## config.mk

```make
export PLATFORM = sky130hd
export DESIGN_NAME = rgb_to_gray_pipe
export DESIGN_NICKNAME = d
export VERILOG_FILES = /design/src/rtl/rgb_to_gray_pipe.sv
export SDC_FILE = /design/constraint.sdc
export NUM_CORES = 1
export LEC_CHECK = 0
export ABC_CLOCK_PERIOD_IN_PS = 7800
export BUFFER_PORTS_ARGS = -buffer_cell sky130_fd_sc_hd__buf_2
export CAP_MARGIN = 30
export CORE_UTILIZATION = 35
export DETAILED_ROUTE_END_ITERATION = 16
export GPL_TIMING_DRIVEN = 0
export PLACE_DENSITY = 0.49
export SETUP_SLACK_MARGIN = 0.1
export SLEW_MARGIN = 20
export SYNTH_ARGS = -nofsm -noshare
export SYNTH_HDL_FRONTEND = slang
export SYNTH_SLANG_ARGS = --single-unit
```

## constraint.sdc

```tcl
create_clock -name clk -period 7.8 [get_ports clk]
set_input_delay 1.56 -clock clk [delete_from_list [all_inputs] [get_ports clk]]
set_output_delay 1.56 -clock clk [all_outputs]
set_load 0.02 [all_outputs]
```

## src/rtl/rgb_to_gray_pipe.sv

```systemverilog
// Three-stage RGB-to-luma converter with matched sync delay and a per-frame
// active-pixel counter used to check frame completeness.
module rgb_to_gray_pipe #(
  parameter logic [7:0] KR    = 8'd77,
  parameter logic [7:0] KG    = 8'd150,
  parameter logic [7:0] KB    = 8'd29,
  parameter int unsigned CNT_W = 21
) (
  input  logic             clk,
  input  logic             rst,
  input  logic             en,
  input  logic             bypass,
  input  logic [7:0]       red_i,
  input  logic [7:0]       green_i,
  input  logic [7:0]       blue_i,
  input  logic             dv_i,
  input  logic             hs_i,
  input  logic             vs_i,
  output logic [7:0]       red_o,
  output logic [7:0]       green_o,
  output logic [7:0]       blue_o,
  output logic             dv_o,
  output logic             hs_o,
  output logic             vs_o,
  output logic [CNT_W-1:0] pix_cnt_o,
  output logic             frame_done_o
);

  localparam logic [CNT_W-1:0] ACC_MAX = {CNT_W{1'b1}};

  // Stage 1: products plus the raw pixel and its side-band bits
  logic [15:0]      pr_q, pr_d, pg_q, pg_d, pb_q, pb_d;
  logic [23:0]      rgb1_q, rgb1_d;
  logic             dv1_q, dv1_d, hs1_q, hs1_d, vs1_q, vs1_d, byp1_q, byp1_d;
  // Stage 2: rounded sum
  logic [17:0]      sum_q, sum_d;
  logic [23:0]      rgb2_q, rgb2_d;
  logic             dv2_q, dv2_d, hs2_q, hs2_d, vs2_q, vs2_d, byp2_q, byp2_d;
  // Stage 3: output registers
  logic [7:0]       r3_q, r3_d, g3_q, g3_d, b3_q, b3_d;
  logic             dv3_q, dv3_d, hs3_q, hs3_d, vs3_q, vs3_d;
  // Frame counter
  logic             vs_o_q, vs_o_d;
  logic [CNT_W-1:0] acc_q, acc_d, pix_cnt_q, pix_cnt_d;
  logic             frame_done_q, frame_done_d;

  logic [9:0]       y_wide;
  logic [7:0]       y_sat;
  logic             vs_rise;

  always_comb begin
    pr_d = pr_q;  pg_d = pg_q;  pb_d = pb_q;  rgb1_d = rgb1_q;
    dv1_d = dv1_q;  hs1_d = hs1_q;  vs1_d = vs1_q;  byp1_d = byp1_q;
    sum_d = sum_q;  rgb2_d = rgb2_q;
    dv2_d = dv2_q;  hs2_d = hs2_q;  vs2_d = vs2_q;  byp2_d = byp2_q;
    r3_d = r3_q;  g3_d = g3_q;  b3_d = b3_q;
    dv3_d = dv3_q;  hs3_d = hs3_q;  vs3_d = vs3_q;
    vs_o_d = vs_o_q;  acc_d = acc_q;  pix_cnt_d = pix_cnt_q;
    frame_done_d = frame_done_q;

    y_wide  = sum_q[17:8];
    y_sat   = (y_wide > 10'd255) ? 8'hFF : y_wide[7:0];
    vs_rise = vs3_q & ~vs_o_q;

    if (en) begin
      pr_d   = 16'(KR) * 16'(red_i);
      pg_d   = 16'(KG) * 16'(green_i);
      pb_d   = 16'(KB) * 16'(blue_i);
      rgb1_d = {red_i, green_i, blue_i};
      dv1_d  = dv_i;
      hs1_d  = hs_i;
      vs1_d  = vs_i;
      byp1_d = bypass;

      sum_d  = 18'(pr_q) + 18'(pg_q) + 18'(pb_q) + 18'd128;
      rgb2_d = rgb1_q;
      dv2_d  = dv1_q;
      hs2_d  = hs1_q;
      vs2_d  = vs1_q;
      byp2_d = byp1_q;

      // Blanked pixels drive black; bypass selects the untouched pixel
      if (!dv2_q) begin
        r3_d = 8'd0;  g3_d = 8'd0;  b3_d = 8'd0;
      end else if (byp2_q) begin
        r3_d = rgb2_q[23:16];  g3_d = rgb2_q[15:8];  b3_d = rgb2_q[7:0];
      end else begin
        r3_d = y_sat;  g3_d = y_sat;  b3_d = y_sat;
      end
      dv3_d = dv2_q;
      hs3_d = hs2_q;
      vs3_d = vs2_q;

      vs_o_d = vs3_q;
      // A pixel coincident with the vs rise belongs to the new frame
      if (vs_rise) begin
        pix_cnt_d    = acc_q;
        acc_d        = dv3_q ? {{(CNT_W-1){1'b0}}, 1'b1} : '0;
        frame_done_d = 1'b1;
      end else begin
        frame_done_d = 1'b0;
        if (dv3_q && (acc_q != ACC_MAX)) begin
          acc_d = acc_q + {{(CNT_W-1){1'b0}}, 1'b1};
        end else begin
          acc_d = acc_q;
        end
      end
    end else begin
      frame_done_d = frame_done_q;
    end
  end

  always_ff @(posedge clk or posedge rst) begin
    if (rst) begin
      pr_q <= '0;  pg_q <= '0;  pb_q <= '0;  rgb1_q <= '0;
      dv1_q <= 1'b0;  hs1_q <= 1'b0;  vs1_q <= 1'b0;  byp1_q <= 1'b0;
      sum_q <= '0;  rgb2_q <= '0;
      dv2_q <= 1'b0;  hs2_q <= 1'b0;  vs2_q <= 1'b0;  byp2_q <= 1'b0;
      r3_q <= '0;  g3_q <= '0;  b3_q <= '0;
      dv3_q <= 1'b0;  hs3_q <= 1'b0;  vs3_q <= 1'b0;
      vs_o_q <= 1'b0;  acc_q <= '0;  pix_cnt_q <= '0;  frame_done_q <= 1'b0;
    end else begin
      pr_q <= pr_d;  pg_q <= pg_d;  pb_q <= pb_d;  rgb1_q <= rgb1_d;
      dv1_q <= dv1_d;  hs1_q <= hs1_d;  vs1_q <= vs1_d;  byp1_q <= byp1_d;
      sum_q <= sum_d;  rgb2_q <= rgb2_d;
      dv2_q <= dv2_d;  hs2_q <= hs2_d;  vs2_q <= vs2_d;  byp2_q <= byp2_d;
      r3_q <= r3_d;  g3_q <= g3_d;  b3_q <= b3_d;
      dv3_q <= dv3_d;  hs3_q <= hs3_d;  vs3_q <= vs3_d;
      vs_o_q <= vs_o_d;  acc_q <= acc_d;  pix_cnt_q <= pix_cnt_d;
      frame_done_q <= frame_done_d;
    end
  end

  assign red_o        = r3_q;
  assign green_o      = g3_q;
  assign blue_o       = b3_q;
  assign dv_o         = dv3_q;
  assign hs_o         = hs3_q;
  assign vs_o         = vs3_q;
  assign pix_cnt_o    = pix_cnt_q;
  assign frame_done_o = frame_done_q;

endmodule

```

Word-level counts from Yosys, hierarchy flattened

Cells that the tools add are included.

Add/subtract/negate cells: 4
$mul: 3
$lt $le $gt $ge: 1
Equal/unequal tests: 1
Muxes and demuxes: 11
Bitwise operators: 2
Reductions and logical operators: 4

Operators by type and width:

| cell                                                            | number |
|---|---|
| two-way mux 8 bit                                               | 7 |
| two-way mux 21 bit                                              | 2 |
| multiplier 7 x 8 -> 15 bit (first input constant)               | 2 |
| adder 21 x 1 -> 21 bit (second input constant)                  | 1 |
| inequality test 21 bit (second input constant)                  | 1 |
| adder 17 x 13 -> 18 bit                                         | 1 |
| adder 18 x 8 -> 18 bit (second input constant)                  | 1 |
| adder 15 x 16 -> 17 bit                                         | 1 |
| multiplier 5 x 8 -> 13 bit (first input constant)               | 1 |
| greater-than comparator 10 x 8 -> 1 bit (second input constant) | 1 |
| AND reduction 2 bit                                             | 2 |
| two-way mux 1 bit                                               | 2 |
| nonzero test 2 bit                                              | 1 |
| AND 1 bit                                                       | 1 |
| logical AND 1 bit                                               | 1 |
| NOT 1 bit                                                       | 1 |

Bits in registers: 188
Output and inout port bits: 49
Logic and storage cells: 50

Depth between registers and ports, before layout

Gate-level depths: netlist (run 1).

Word-level depth: 4
Depth in mapped cells: 14
Mapped depth without buffers: 14

Worst setup path after synthesis (run 1)

Ideal clock, no wire load.

Kind: input -> register
Start point: input red_i[4]
End point: register pr_q[11]
Data arrival time: 4.464 ns
Setup slack: 3.241 ns
Cell stages on the path: 13
Buffers on the path: 0
Cells stage by stage: ha_1 > ha_1 > inv_1 > fa_1 > fa_1 > inv_1 > ha_1 > o21a_1 > o31a_1 > o31a_1 > o21a_1 > o21a_1 > o31ai_1

Cells in the longest elaborated chain, start to end: 1

RTL lines:

| what                       | line | RTL |
|---|---|---|
| start: declaration         | 13   | `input logic [7:0] red_i,` |
| multiplier 7 x 8 -> 15 bit | 66   | `pr_d = 16'(KR) * 16'(red_i);` |
| end signal: assignment     | 123  | `pr_q <= pr_d; pg_q <= pg_d; pb_q <= pb_d; rgb1_q <= rgb1_d;` |
| end: declaration           | 32   | `logic [15:0] pr_q, pr_d, pg_q, pg_d, pb_q, pb_d;` |

No other way between the ends.
A chain may end at the register's enable or synchronous reset.

Worst setup path after layout (run 1)

Start point: input green_i[4]
End point: register pg_q[12]

Cells in the longest elaborated chain, start to end: 1

RTL lines:

| what                       | line | RTL |
|---|---|---|
| start: declaration         | 14   | `input logic [7:0] green_i,` |
| multiplier 7 x 8 -> 15 bit | 67   | `pg_d = 16'(KG) * 16'(green_i);` |
| end signal: assignment     | 123  |  |
| end: declaration           | 32   |  |

No other way between the ends.

==> impl_metrics.toml, run 1 <==
[finish]
nets = 1340
multiInputGateArea_mm2 = 0.00589
antennaDiodeCount = 0
fin_util_pct = 40.6
regArea_mm2 = 0.00438
area_growth_pct = 13.9
nFillCells = 3060
layout-drive-gt1-share_pct = 16.2

[logic_synthesis]
syn_area_per_cell_um2 = 10.4
synthFlopType = "dfrtp_1"
synth_top_area_share_pct = 40.2
syn_nets = 1241
yosys.area.top_type = "dfrtp_1"
synth_area_mm2 = 0.0109
synthMostInstantiatedCell = "dfrtp_1"
async_flop_share_pct = 100
synth_edf_count = 0
yosysSeqAreaShare_pct = 40.2
synth.distinct_cells = 59
synth_cells = 1044
ys_top_cells_by_area = "dfrtp_1 (40%), ha_1 (15%), fa_1 (7.0%), mux2_2 (6.7%), inv_1 (4.6%)"
synth_common_cells = "dfrtp_1 (175), inv_1 (133), ha_1 (128)"
ys_seq_elements = 175
ys_warn_count = 0

[placed_design]
portBuffers = 79
place_congestion = 0.773
post-dp-hpwl_um = 20200

[sta]
max_freq_mhz = 222
finalCriticalPeriod_ns = 4.51
slew_viol_final = 0
relSlewSlack_pct = 38.4
worst_pin_slew_ns = 0.914
rsz0062_at_grt = "false"
setup_viol = 0
skew_ns = 0.0138
hold_viol_final = 0
period_share_pct = 57.8

[worst_hold_path]
holdCritStartpoint = "pix_cnt_o[8]"
holdPathStages = 2
hold_end = "pix_cnt_o[8]"
min_path_type = "flop to flop"

[route]
vias = 7616
drtAntennaViolNets = 0
drt-initial-drc-count = 306
drc = 0
routedWlPerCell_um = 16.7
finalWirelength_um = 25900
firstDrtPassIters = 4
vias_per_cell = 4.91

[clock_tree]
cts_buffer_depth = 2
cts_buffers = 17
cts_tree = "done"
clk_pin_slew_worst_paths_ns = 0.08
htree_levels = 4
hold_buffers = 0
cts_setup_buffers = 0
cts_resized = 0
cts-root-buf = "clkbuf_16"
worstSkewPairLatency_ns = 0.44
cts_sinks = 175

[worst_setup_path]
path_common_cell = "ha_1"
crit_family = "adder cells"
end_kind = "flop"
worstPathRequired_ns = 8.08
critPathArrivalTime_ns = 4.79
cp_max_fo = 5
r2r_cells = 11
r2r_start = "pr_q[4]"
crit_buf_inv = 3
startpoint = "green_i[4]"
r2r_setup_slack_ns = 4.54
worstReg2RegEnd = "sum_q[12]"
cp_slowest_cell = "fa_1"
crit_path_cell_trace = "buf_2, ha_1, ha_1, inv_1, fa_1, fa_1, inv_1, ha_1, a21oi_1, nor3b_1, o211ai_1, a31oi_1, xor2_1, mux2i_1"
slowest_delay_ns = 0.52
critPathLaunchType = "primary input"
worst-setup-path-type = "primary input to flop"

[die]
die_width_um = 178
row_count = 64
core_area_mm2 = 0.0306
io_pins = 80
fp.dieH_um = 178
fp.dieArea_mm2 = 0.0318
start_util_pct = 35.6

[power_and_ir_drop]
peakVddDrop_uv = 205
p_per_area_mw_per_mm2 = 329
total_power_mw = 4.09
total_leakage_power_nw = 6.16

[job]
cap_viol_max_count = 0

[status]
status = "finished, final reports clean"

[global_routing]
grt_max_degree = 99
grt_first_pass_wirelength_um = 42400
grt_pass1_vias = 7717
grt_use_total_pct = 17.4
antenna_found_initial = 0
grt_overflow = 0
==> tightest hold or removal path: stages, from the launching register on <==
cell     delay (ns)
dfrtp_1        0.34
nand2_1        0.05
nand2_1        0.05
==> worst max path at each step <==
stage / endpoint / slack [ns] / depth (start not counted)
finish: pg_q[12] / 3.29 / 14
global route: pr_q[11] / 3.13 / 14
CTS: pg_q[12] / 3.31 / 14
detailed placement: pg_q[12] / 2.86 / 14
global placement: rgb2_q[6] / -1.01 / 2
floorplan: acc_q[0] / 1.49 / 1
==> power breakdown <==
part / switching [mW] / leakage (nW) / internal (mW)
logic: 1.17 / 3.70 / 0.855
registers: 0.107 / 2.18 / 1.10
clock network: 0.425 / 0.289 / 0.433
total: 1.70 / 6.16 / 2.38
==> cells in the final DEF, fill, tap and decap left out, drive strengths merged, types with 10 or more instances in the layout <==
cell type	count
nor2	50
nand4	10
ha	128
dfrtp	175
xor2	17
xnor2	18
nand2	101
o21a	11
inv	141
buf	85
a21o	12
o21ai	54
a21oi	29
o2bb2ai	25
nor2b	31
nand3	16
mux2	65
clkbuf	44
fa	38
==> metal layers <==
metal	global-route usage (%)	up-vias	wire, um
met5	0	-	0
met4	3.57	0	244
met3	2.51	15	451
met2	28.8	73	12200
met1	24.2	3758	13000
li1	-	3770	-
==> through the flow <==
stage	hold WS, ns	setup TNS [ns]	setup WS [ns]	instances	area (um^2)
finish	0.470	0	3.29	1552	12400
detailed placement	0.457	0	2.86	1520	11800
global route	0.502	0	3.13	1552	12400
global placement	0.454	-171.84	-1.01	1519	11800
CTS	0.480	0	3.31	1552	12400
floorplan	0.447	0	1.49	1044	10900
==> logic make-up (layout without fill, tap and decap cells) <==
| family | Yosys count | after routing | share of synthesized area, % |
|---|---|---|---|
| buffers and inverters | 165 | 277 | 5.76 |
| muxes | 70 | 70 | 7.18 |
| AOI/OAI and AO/OA | 185 | 185 | 11.5 |
| DFF | 175 | 175 | 40.2 |
| and+or+nand+nor | 248 | 248 | 10.9 |
| adders and majority gates | 166 | 166 | 21.7 |
| xor gates and xnor gates | 35 | 35 | 2.81 |
==> registers in the layout, indices dropped and copies added (netlist names), 8 cells and up <==
signal     cells
pg_q          14
rgb1_q        24
pb_q          11
blue_o         8
acc_q         21
green_o        8
pix_cnt_o     21
red_o          8
sum_q         10
pr_q          13
rgb2_q        24
==> layout make-up <==
class	count	share of cell area [%]
buffer	31	1.01
clock buffer	18	3.46
clock inverter	14	1.31
inverter	134	4.11
multi-input combinational	704	47.4
sequential	175	35.3
tap	396	3.99
timing repair buffer	80	3.41
(Power assumes the default switching activity.)
==> run 2: changes to the inputs <==
--- a/config.mk
+++ b/config.mk
@@ -5,7 +5,7 @@
 export SDC_FILE = /design/constraint.sdc
 export NUM_CORES = 1
 export LEC_CHECK = 0
-export ABC_CLOCK_PERIOD_IN_PS = 7800
+export ABC_CLOCK_PERIOD_IN_PS = 4540
 export BUFFER_PORTS_ARGS = -buffer_cell sky130_fd_sc_hd__buf_2
 export CAP_MARGIN = 30
 export CORE_UTILIZATION = 35
==> constraint.sdc (replaced) <==
create_clock -name clk -period 4.54 [get_ports clk]
set_input_delay 0.908 -clock clk [delete_from_list [all_inputs] [get_ports clk]]
set_output_delay 0.908 -clock clk [all_outputs]
set_load 0.02 [all_outputs]
==> impl_metrics.toml, run 2 (synthesis results as in run 1) <==
[status]
status = "finished, final reports clean"

[placed_design]
post-dp-hpwl_um = 20500
dpl-instance-area_mm2 = 0.0119
place_congestion = 0.778
place_inst = 1525
portBuffers = 79

[power_and_ir_drop]
pwr-share-comb_pct = 49.3
total_leakage_power_nw = 6.21
power.internal_mw = 4.16
p_switching_mw = 2.92
pwr-share-clk_pct = 21.5
power_frac_seq_pct = 29.2
netSwitchingFraction_pct = 41.2
p_per_area_mw_per_mm2 = 565
peakVddDrop_uv = 348

[clock_tree]
worstSkewPairLatency_ns = 0.44
cts-root-buf = "clkbuf_16"
hold_buffers = 0
cts_buffer_depth = 2
cts_setup_buffers = 0
cts_buffers = 17
htree_levels = 4
clk_pin_slew_worst_paths_ns = 0.08
cts_resized = 0
cts_sinks = 175
cts_tree = "done"

[sta]
worst_pin_slew_ns = 0.846
tns_ns = 0
setup_viol = 0
rsz0062_at_grt = "false"
relSlewSlack_pct = 43.0
max_freq_mhz = 262
hold_viol_final = 0
period_share_pct = 84.0
whs_ns = 0.470
skew_ns = 0.0113
slew_viol_final = 0
finalCriticalPeriod_ns = 3.82

[global_routing]
grt_max_degree = 32
grt_overflow = 0
antenna_found_initial = 0
grt_first_pass_wirelength_um = 42400
grt_pass1_vias = 7690
grt_use_total_pct = 17.5

[route]
vias = 7599
drt-initial-drc-count = 304
drtAntennaViolNets = 0
vias_per_cell = 4.88
routedWlPerCell_um = 16.7
drc = 0
firstDrtPassIters = 5
finalWirelength_um = 26000

[finish]
fin_util_pct = 40.9
area_growth_pct = 14.9
top_regs = "rgb1_q (24), rgb2_q (24)"
nets = 1345
stdcell_count = 1557
final_cell_mix = "dfrtp_1 (175), inv_1 (132), ha_1 (128)"
layout_commonest_cell = "dfrtp_1"
nFillCells = 3059
layout-drive-gt1-share_pct = 16.6
design_area_mm2 = 0.0125
antennaDiodeCount = 0

[die]
row_count = 64
core_area_mm2 = 0.0306
die_width_um = 178
fp.dieH_um = 178
start_util_pct = 35.6
fp.dieArea_mm2 = 0.0318
io_pins = 80

[worst_setup_path]
critPathLaunchType = "primary input"
end_kind = "flop"
worst-path-stages = 14
slowest_delay_ns = 0.51
critPathArrivalTime_ns = 4.15
crit_family = "adder cells"
worst-setup-path-type = "primary input to flop"
crit_path_cell_trace = "buf_2, ha_1, ha_1, inv_1, fa_1, fa_1, inv_1, ha_1, o21a_1, o31a_1, o31a_1, o21a_1, o21a_1, o31ai_1"
cp_max_fo = 5
crit_buf_inv = 3
worstPathRequired_ns = 4.87
r2r_cells = 11
cp_slowest_cell = "fa_1"

[worst_hold_path]
min_path_type = "flop to flop"
holdPathStages = 2

[job]
cap_viol_max_count = 0
-- run 2: worst reg2reg max path, delay by kind of cell (launching register included) --
kind / cells / cell delay [ns]
xor+xnor: 1 / 0.22
fa+ha+maj: 3 / 1.12
mux: 1 / 0.28
flops: 1 / 0.36
compound gates: 4 / 1.14
buf+inv: 2 / 0.11
-- run 2: metal layers --
layer / share of wire, % / vias up / track usage (%)
li1: - / 3779 / -
met2: 46 / 77 / 28.8
met3: 2.5 / 15 / 2.45
met4: 0.82 / 0 / 3.43
met5: 0 / - / 0
met1: 50 / 3728 / 24.5
-- run 2: worst paths after layout --
check                               from       endpoint  slack (ns)
setup / recovery                red_i[4]       pr_q[11]        0.72
hold / removal             pix_cnt_o[15]  pix_cnt_o[15]        0.47
setup reg to reg                 pr_q[4]      sum_q[12]        1.21
hold reg to reg            pix_cnt_o[15]  pix_cnt_o[15]        0.47
max in group asynchronous            rst     rgb2_q[12]        2.88
min in group asynchronous            rst        pb_q[5]        0.51
-- run 2: layout make-up --
cell class	instances	area, um^2	share of cell area [%]
Clock buffer	18	439	3.51
Tap cell	396	495	3.96
Inverter	134	507	4.05
Timing Repair Buffer	85	523	4.18
Sequential cell	175	4380	35.0
Buffer	31	125	0.999
Multi-Input combinational cell	704	5890	47.0
Clock inverter	14	166	1.33
-- run 2: through the flow --
| stage | power (mW) | worst slack [ns] |
|---|---|---|
| after floorplan | 4.67 | 0.633 |
| after global placement | 5.54 | 0.0866 |
| after detailed placement | 5.58 | 0.253 |
| after CTS | 7.16 | 0.716 |
| after global routing | 7.73 | 0.525 |
| final | 7.08 | 0.725 |
-- run 2: power by group through the flow --
stage	logic, mW	registers, mW	clock network, mW
after detailed placement	3.48	2.10	0
after global routing	3.99	2.11	1.63
after global placement	3.44	2.10	0
after CTS	3.52	2.07	1.56
final	3.49	2.07	1.52
after floorplan	2.54	2.12	0
